--- src/rtl/stopwatch_pkg.sv ---
// stopwatch_pkg: state encodings shared by the stopwatch control, LED and display blocks
package stopwatch_pkg;
  typedef enum logic [1:0] {IDLE, RUN, PAUSE, LAP} sw_state_t;
  function automatic logic is_running(input sw_state_t s);
    return s == RUN || s == LAP;
  endfunction
endpackage

--- src/rtl/rise_detect.sv ---
// rise_detect: one-cycle press pulse; prior sample resets high so a button held through reset gives no pulse
module rise_detect (
  input  logic clk,
  input  logic rst_n,
  input  logic in,
  output logic pulse
);
  logic q;
  always_ff @(posedge clk or negedge rst_n)
    if (!rst_n) q <= 1'b1;
    else q <= in;
  assign pulse = in & ~q;
endmodule

--- src/rtl/stopwatch_ctrl.sv ---
// stopwatch_ctrl: run/pause/lap/clear sequencing with long-press global clear on lap/reset
module stopwatch_ctrl
  import stopwatch_pkg::*;
#(
  parameter int CLKFREQ      = 1000,
  parameter int LONGPRESS_MS = 1000,
  parameter int LPCYC        = LONGPRESS_MS * CLKFREQ / 1000,
  parameter int LPBITS       = $clog2(LPCYC + 1)
) (
  input  logic       clk,
  input  logic       rst_n,
  input  logic       start_stop,
  input  logic       lap_reset,
  output logic       run_en,
  output logic       freeze,
  output logic       clear,
  output logic [1:0] state
);
  sw_state_t state_q, state_d, ss_next, lr_next;
  logic [LPBITS-1:0] lp_cnt_q, lp_cnt_d;
  logic ss_press, lr_press, lp_fire;
  logic run_en_q, run_en_d, freeze_q, freeze_d, clear_q, clear_d;

  rise_detect u_ss (.clk(clk), .rst_n(rst_n), .in(start_stop), .pulse(ss_press));
  rise_detect u_lr (.clk(clk), .rst_n(rst_n), .in(lap_reset),  .pulse(lr_press));

  // Counter saturates at LPCYC so the fire compare at LPCYC-1 matches once per hold
  always_comb begin
    lp_fire  = lap_reset && lp_cnt_q == LPBITS'(LPCYC - 1);
    lp_cnt_d = !lap_reset ? '0 : lp_cnt_q == LPBITS'(LPCYC) ? lp_cnt_q : lp_cnt_q + 1'b1;
    ss_next  = is_running(state_q) ? PAUSE : RUN;
    lr_next  = state_q == RUN ? LAP : state_q == LAP ? RUN : IDLE;
    state_d  = lp_fire ? IDLE : ss_press ? ss_next : lr_press ? lr_next : state_q;
    clear_d  = lp_fire || (!ss_press && lr_press && state_q == PAUSE);
    run_en_d = is_running(state_d);
    freeze_d = state_d == LAP;
  end

  always_ff @(posedge clk or negedge rst_n)
    if (!rst_n) begin
      state_q  <= IDLE;
      lp_cnt_q <= '0;
      run_en_q <= 1'b0;
      freeze_q <= 1'b0;
      clear_q  <= 1'b0;
    end else begin
      state_q  <= state_d;
      lp_cnt_q <= lp_cnt_d;
      run_en_q <= run_en_d;
      freeze_q <= freeze_d;
      clear_q  <= clear_d;
    end

  assign state  = state_q;
  assign run_en = run_en_q;
  assign freeze = freeze_q;
  assign clear  = clear_q;
endmodule

--- config.mk ---
export PLATFORM = sky130hd
export DESIGN_NAME = stopwatch_ctrl
export DESIGN_NICKNAME = d
export VERILOG_FILES = /design/src/rtl/stopwatch_pkg.sv /design/src/rtl/rise_detect.sv /design/src/rtl/stopwatch_ctrl.sv
export SDC_FILE = /design/constraint.sdc
export NUM_CORES = 1
export LEC_CHECK = 0
export ABC_AREA = 0
export BUFFER_PORTS_ARGS = -buffer_cell sky130_fd_sc_hd__buf_2
export CORE_MARGIN = 2
export CORE_UTILIZATION = 54
export CTS_CLUSTER_DIAMETER = 50
export DETAILED_ROUTE_END_ITERATION = 6
export GPL_TIMING_DRIVEN = 1
export HOLD_SLACK_MARGIN = 0.08
export PLACE_DENSITY = 0.78
export SYNTH_ARGS = -nofsm -noshare
export SYNTH_HDL_FRONTEND = slang
export SYNTH_HIERARCHICAL = 1
export SYNTH_SLANG_ARGS = --single-unit
--- constraint.sdc ---
create_clock -name clk -period 1.75 [get_ports clk]
set_clock_uncertainty 0.1 [all_clocks]
set_input_delay 0.0875 -clock clk [delete_from_list [all_inputs] [get_ports clk]]
set_output_delay 0.0875 -clock clk [all_outputs]
set_load 0.005 [all_outputs]
# == Word-level counts from Yosys, hierarchy flattened ==
# Cells that the tools add are included.
# Widths: inputs -> output; s select.
# word_totals
n_memories,0
regBits,17
ram_bits,0
mem_bits_ro,0
latch_bits,0
out_inout_bits,5
elab_cells,35
# classes
n_eq_ne,8
magnitude_cmp,0
n_reduce_logical,7
n_mux,8
n_bitwise,4
add_sub_neg,1
shift,0
n_mul,0
div_mod_pow,0
# op_table
operator,n
$eq 10x10->1 const B,2
$mux 10,2
$add 10x1->10 const B,1
$mux 2,5
$eq 2x2->1 const B,3
$eq 2x1->1 const B,2
$logic_and 1x1->1,3
$logic_or 1x1->1,3
$and 1x1->1,2
$ne 2x2->1 const B,1
$not 1->1,2
$logic_not 1->1,1
$mux 1,1

# == Longest topological paths before layout ==
# logic_depth
ltp_word,8
mapped_depth,5
depth_no_buf,5

# == Hierarchy ==
# The synthesis kept the hierarchy.
# modules_own_cells
mod,n_inst,cells_per_inst,seq_area_each_um2,area_each_um2
stopwatch_ctrl,1,73,350.3,730.7
rise_detect,2,2,26.3,40.0

# == Least setup slack after synthesis ==
# OpenSTA, ideal clock, no wires.
# synth_timing
path_type,flip-flop to flip-flop
start,register lp_cnt_q[0]
end,register lp_cnt_q[8]
path_stages_with_launch,5
n_path_buf,0
path_slack_ps,238
arrival_time_ps,1335
setup_time_ps,77
cell_sequence,dfrtp_1 > ha_1 > nand3_2 > or4_1 > a21oi_1
# synth_between
elab_chain_len,3
# synth_lines
item,line,source
start: declaration,stopwatch_ctrl.sv:20,"logic [LPBITS-1:0] lp_cnt_q, lp_cnt_d;"
start signal: assignment,stopwatch_ctrl.sv:48,lp_cnt_q <= lp_cnt_d;
$add 10x1->10,stopwatch_ctrl.sv:30,lp_cnt_d = !lap_reset ? '0 : lp_cnt_q == LPBITS'(LPCYC) ? lp_cnt_q : lp_cnt_q + 1'b1;
$mux 10 (2 in a row),stopwatch_ctrl.sv:30,
# Parallel ways exist; a longest one is shown, timed or not. The select of a mux whose other input is x is not followed.
# A chain may end at the register's enable or synchronous reset.

# == Worst setup path after layout ==
# Same ends and word-level chain as after synthesis.

==> impl_metrics.py <==
metrics = {
    "synthesis": {
        "synth_edf_count": 0,
        "synth_ff_type": "dfrtp_1",
        "syn-instance-count": 77,
        "syn_area_um2": 811,
        "synthTopCellsByArea": "dfrtp_1 (43%), dfstp_2 (6.5%), nand2_1 (4.6%)",
        "yosysSeqAreaShare": 0.497,
        "yosysWarnings": 6,
        "synth_seq_cells": 16,
        "async_flop_share": 1.00,
        "syn_avg_cell_area_um2": 10.5,
        "synth.distinct_cells": 30,
        "synthesis.nets": 83,
        "synth_top_area_share": 0.432,
        "synth.largest_area_cell": "dfrtp_1",
    },
    "finish": {
        "regArea_um2": 403,
        "final_cell_mix": "dfrtp_1 (14), nand2_1 (10), buf_2 (8), a21oi_1 (5), o21ai_0 (4)",
        "final_nets": 100,
        "multiInputGateArea_um2": 387,
        "final_common_cell": "dfrtp_1",
        "drive_above_1_share": 0.258,
        "antennaDiodeCount": 0,
        "fillers": 103,
        "syn_to_final_growth_pct": 15.7,
    },
    "clock_tree": {
        "cts_tree": "done",
        "clockBufferDepth": 2,
        "root_buffer": "clkbuf_4",
        "clock_sinks": 16,
        "path_clk_slew_ns": 0.09,
        "cts_buffers": 3,
        "clk_latency_ns": 0.29,
        "h-tree-depth": 1,
    },
    "power": {
        "power.leakage_nw": 0.394,
        "switching_share": 0.276,
        "pwr-share-clk": 0.250,
        "p_int_uw": 589,
        "total_power_uw": 813,
        "peakVddDrop_uv": 818,
        "power_density_nw_per_um2": 866,
        "comb_power_share": 0.193,
        "netSwitchingPower_uw": 224,
        "power_frac_seq": 0.558,
    },
    "hold_path": {
        "hold_path.class": "in2async",
    },
    "worst_setup_path": {
        "crit_fanout": 5,
        "rr_startpoint": "lp_cnt_q[0]$_DFFE_PN0P_",
        "r2r-end": "lp_cnt_q[8]$_DFFE_PN0P_",
        "crit_required_ns": 1.87,
        "cp-start-kind": "flip-flop",
        "arrival_ns": 1.77,
        "worstSetupPathType": "reg2reg",
        "cp-end-kind": "flip-flop",
        "r2r_cells": 4,
        "r2r_setup_slack_ns": 0.1,
    },
    "sta": {
        "worst_pin_slew_ns": 0.410,
        "finalCriticalPeriod_ns": 1.65,
        "worst_slack_ns": 0.0967,
        "whs_ns": 0.129,
        "setup_violations": 0,
        "clock.fmax_mhz": 605,
        "finalCritPeriodShare": 0.945,
        "hold_viol_final": 0,
        "slew_viol_final": 0,
        "relSlewSlack": 0.724,
    },
    "floorplanning": {
        "start_util": 0.601,
        "coreArea_um2": 1350,
        "die-height_um": 42.8,
        "die_area_um2": 1830,
        "io_pins": 9,
        "core.rowCount": 13,
        "die_width_um": 42.8,
    },
    "route": {
        "drtIter0Drc": 16,
        "ant_nets": 0,
        "vias": 613,
        "avgViaCountPerCell": 5.68,
        "drc": 0,
        "wl_um": 1510,
        "first_pass_iters": 4,
        "wl_per_cell_um": 14.0,
    },
    "run": {
        "cap_violations": 0,
    },
    "global_route": {
        "grt_pass1_wl_um": 2550,
        "grt_max_degree": 17,
        "grt_usage": 0.188,
        "antenna_found_initial": 0,
        "overflow": 0,
        "grt_pass1_vias": 572,
    },
    "run_status": {
        "status": "finished clean",
    },
    "placement": {
        "place_congestion": 0.761,
        "dp_hpwl_um": 1050,
        "port_buffers": 8,
        "place_ws_ns": 0.114,
    },
}
-- synth_stat cells, types with 3 or more instances --
library cell / number
inv_1: 3
nand3b_1: 3
mux2i_1: 3
nand2_1: 10
o21ai_0: 4
a21oi_1: 5
nor2_1: 3
dfrtp_1: 14
-- cell families after synthesis --
kind of cell	Yosys count	synth area share
AOI/OAI and AO/OA	11	0.0741
xor gates and xnor gates	4	0.0432
adders and majority gates	2	0.0309
buffers and inverters	5	0.0293
DFF	16	0.497
muxes	3	0.0370
and+or+nand+nor	36	0.289
-- critical path, stage by stage (launching register included) --
cell and delay, ns:
dfrtp_1 0.43, ha_2 0.24, nand3_2 0.12, or4_1 0.53
a21oi_1 0.16
-- area by class of cell --
cell class,instances,share of cell area
inverters,3,0.0120
clock buffers,4,0.0280
repair buffers,14,0.0987
well taps,15,0.0200
multi-input cells,56,0.412
flip-flops and latches,16,0.429
-- power groups by stage --
stage                     logic, mW  registers, mW  clock network (mW)
final                         0.157          0.453               0.203
after global routing          0.174          0.458               0.220
after CTS                     0.153          0.453               0.205
after detailed placement      0.147          0.460                   0
after global placement        0.143          0.456                   0
after floorplan              0.0939          0.458                   0
-- metrics by stage --
stage / TNS [ns] / utilization / cell area [um^2] / cells
detailed placement: 0 / 0.640 / 865 / 99
global route: -0.00223 / 0.695 / 938 / 108
finish: 0 / 0.695 / 938 / 108
CTS: 0 / 0.682 / 921 / 106
global placement: 0 / 0.640 / 865 / 99
floorplan: 0 / - / 811 / 77
-- flip-flops by register name (all words and copies together) (netlist names) --
signal / flops
lp_cnt_q: 10
u_ss/q: 1
freeze: 1
clear: 1
state: 2
u_lr/q: 1
-- per-layer routing --
metal / vias up / global-route usage / share of wire
li1: 304 / - / -
met3: 2 / 0.0383 / 0.040
met2: 13 / 0.291 / 0.48
met1: 294 / 0.263 / 0.47
met5: - / 0 / 0
met4: 0 / 0.0563 / 0.013
-- what timing repair did --
action / 4_1_cts / 5_1_grt
setup endpoints to repair: 0 / 1
hold buffers: 3 / 0
buffers inserted: 0 / 2
gates resized for setup: 0 / 1
endpoints found under the hold margin: 21 / 0
-- worst max-delay path by stage --
stage	start	to	slack [ns]
6_report	lp_cnt_q[0]$_DFFE_PN0P_	lp_cnt_q[8]$_DFFE_PN0P_	0.1
5_1_grt	lp_cnt_q[0]$_DFFE_PN0P_	lp_cnt_q[8]$_DFFE_PN0P_	-0.002
2_1_floorplan	lp_cnt_q[0]$_DFFE_PN0P_	lp_cnt_q[8]$_DFFE_PN0P_	0.24
4_1_cts	lp_cnt_q[0]$_DFFE_PN0P_	lp_cnt_q[8]$_DFFE_PN0P_	0.09
3_5_place_dp	lp_cnt_q[0]$_DFFE_PN0P_	lp_cnt_q[8]$_DFFE_PN0P_	0.11
3_3_place_gp	lp_cnt_q[0]$_DFFE_PN0P_	lp_cnt_q[8]$_DFFE_PN0P_	0.19
Note: power is estimated with default switching activity, not from simulation.
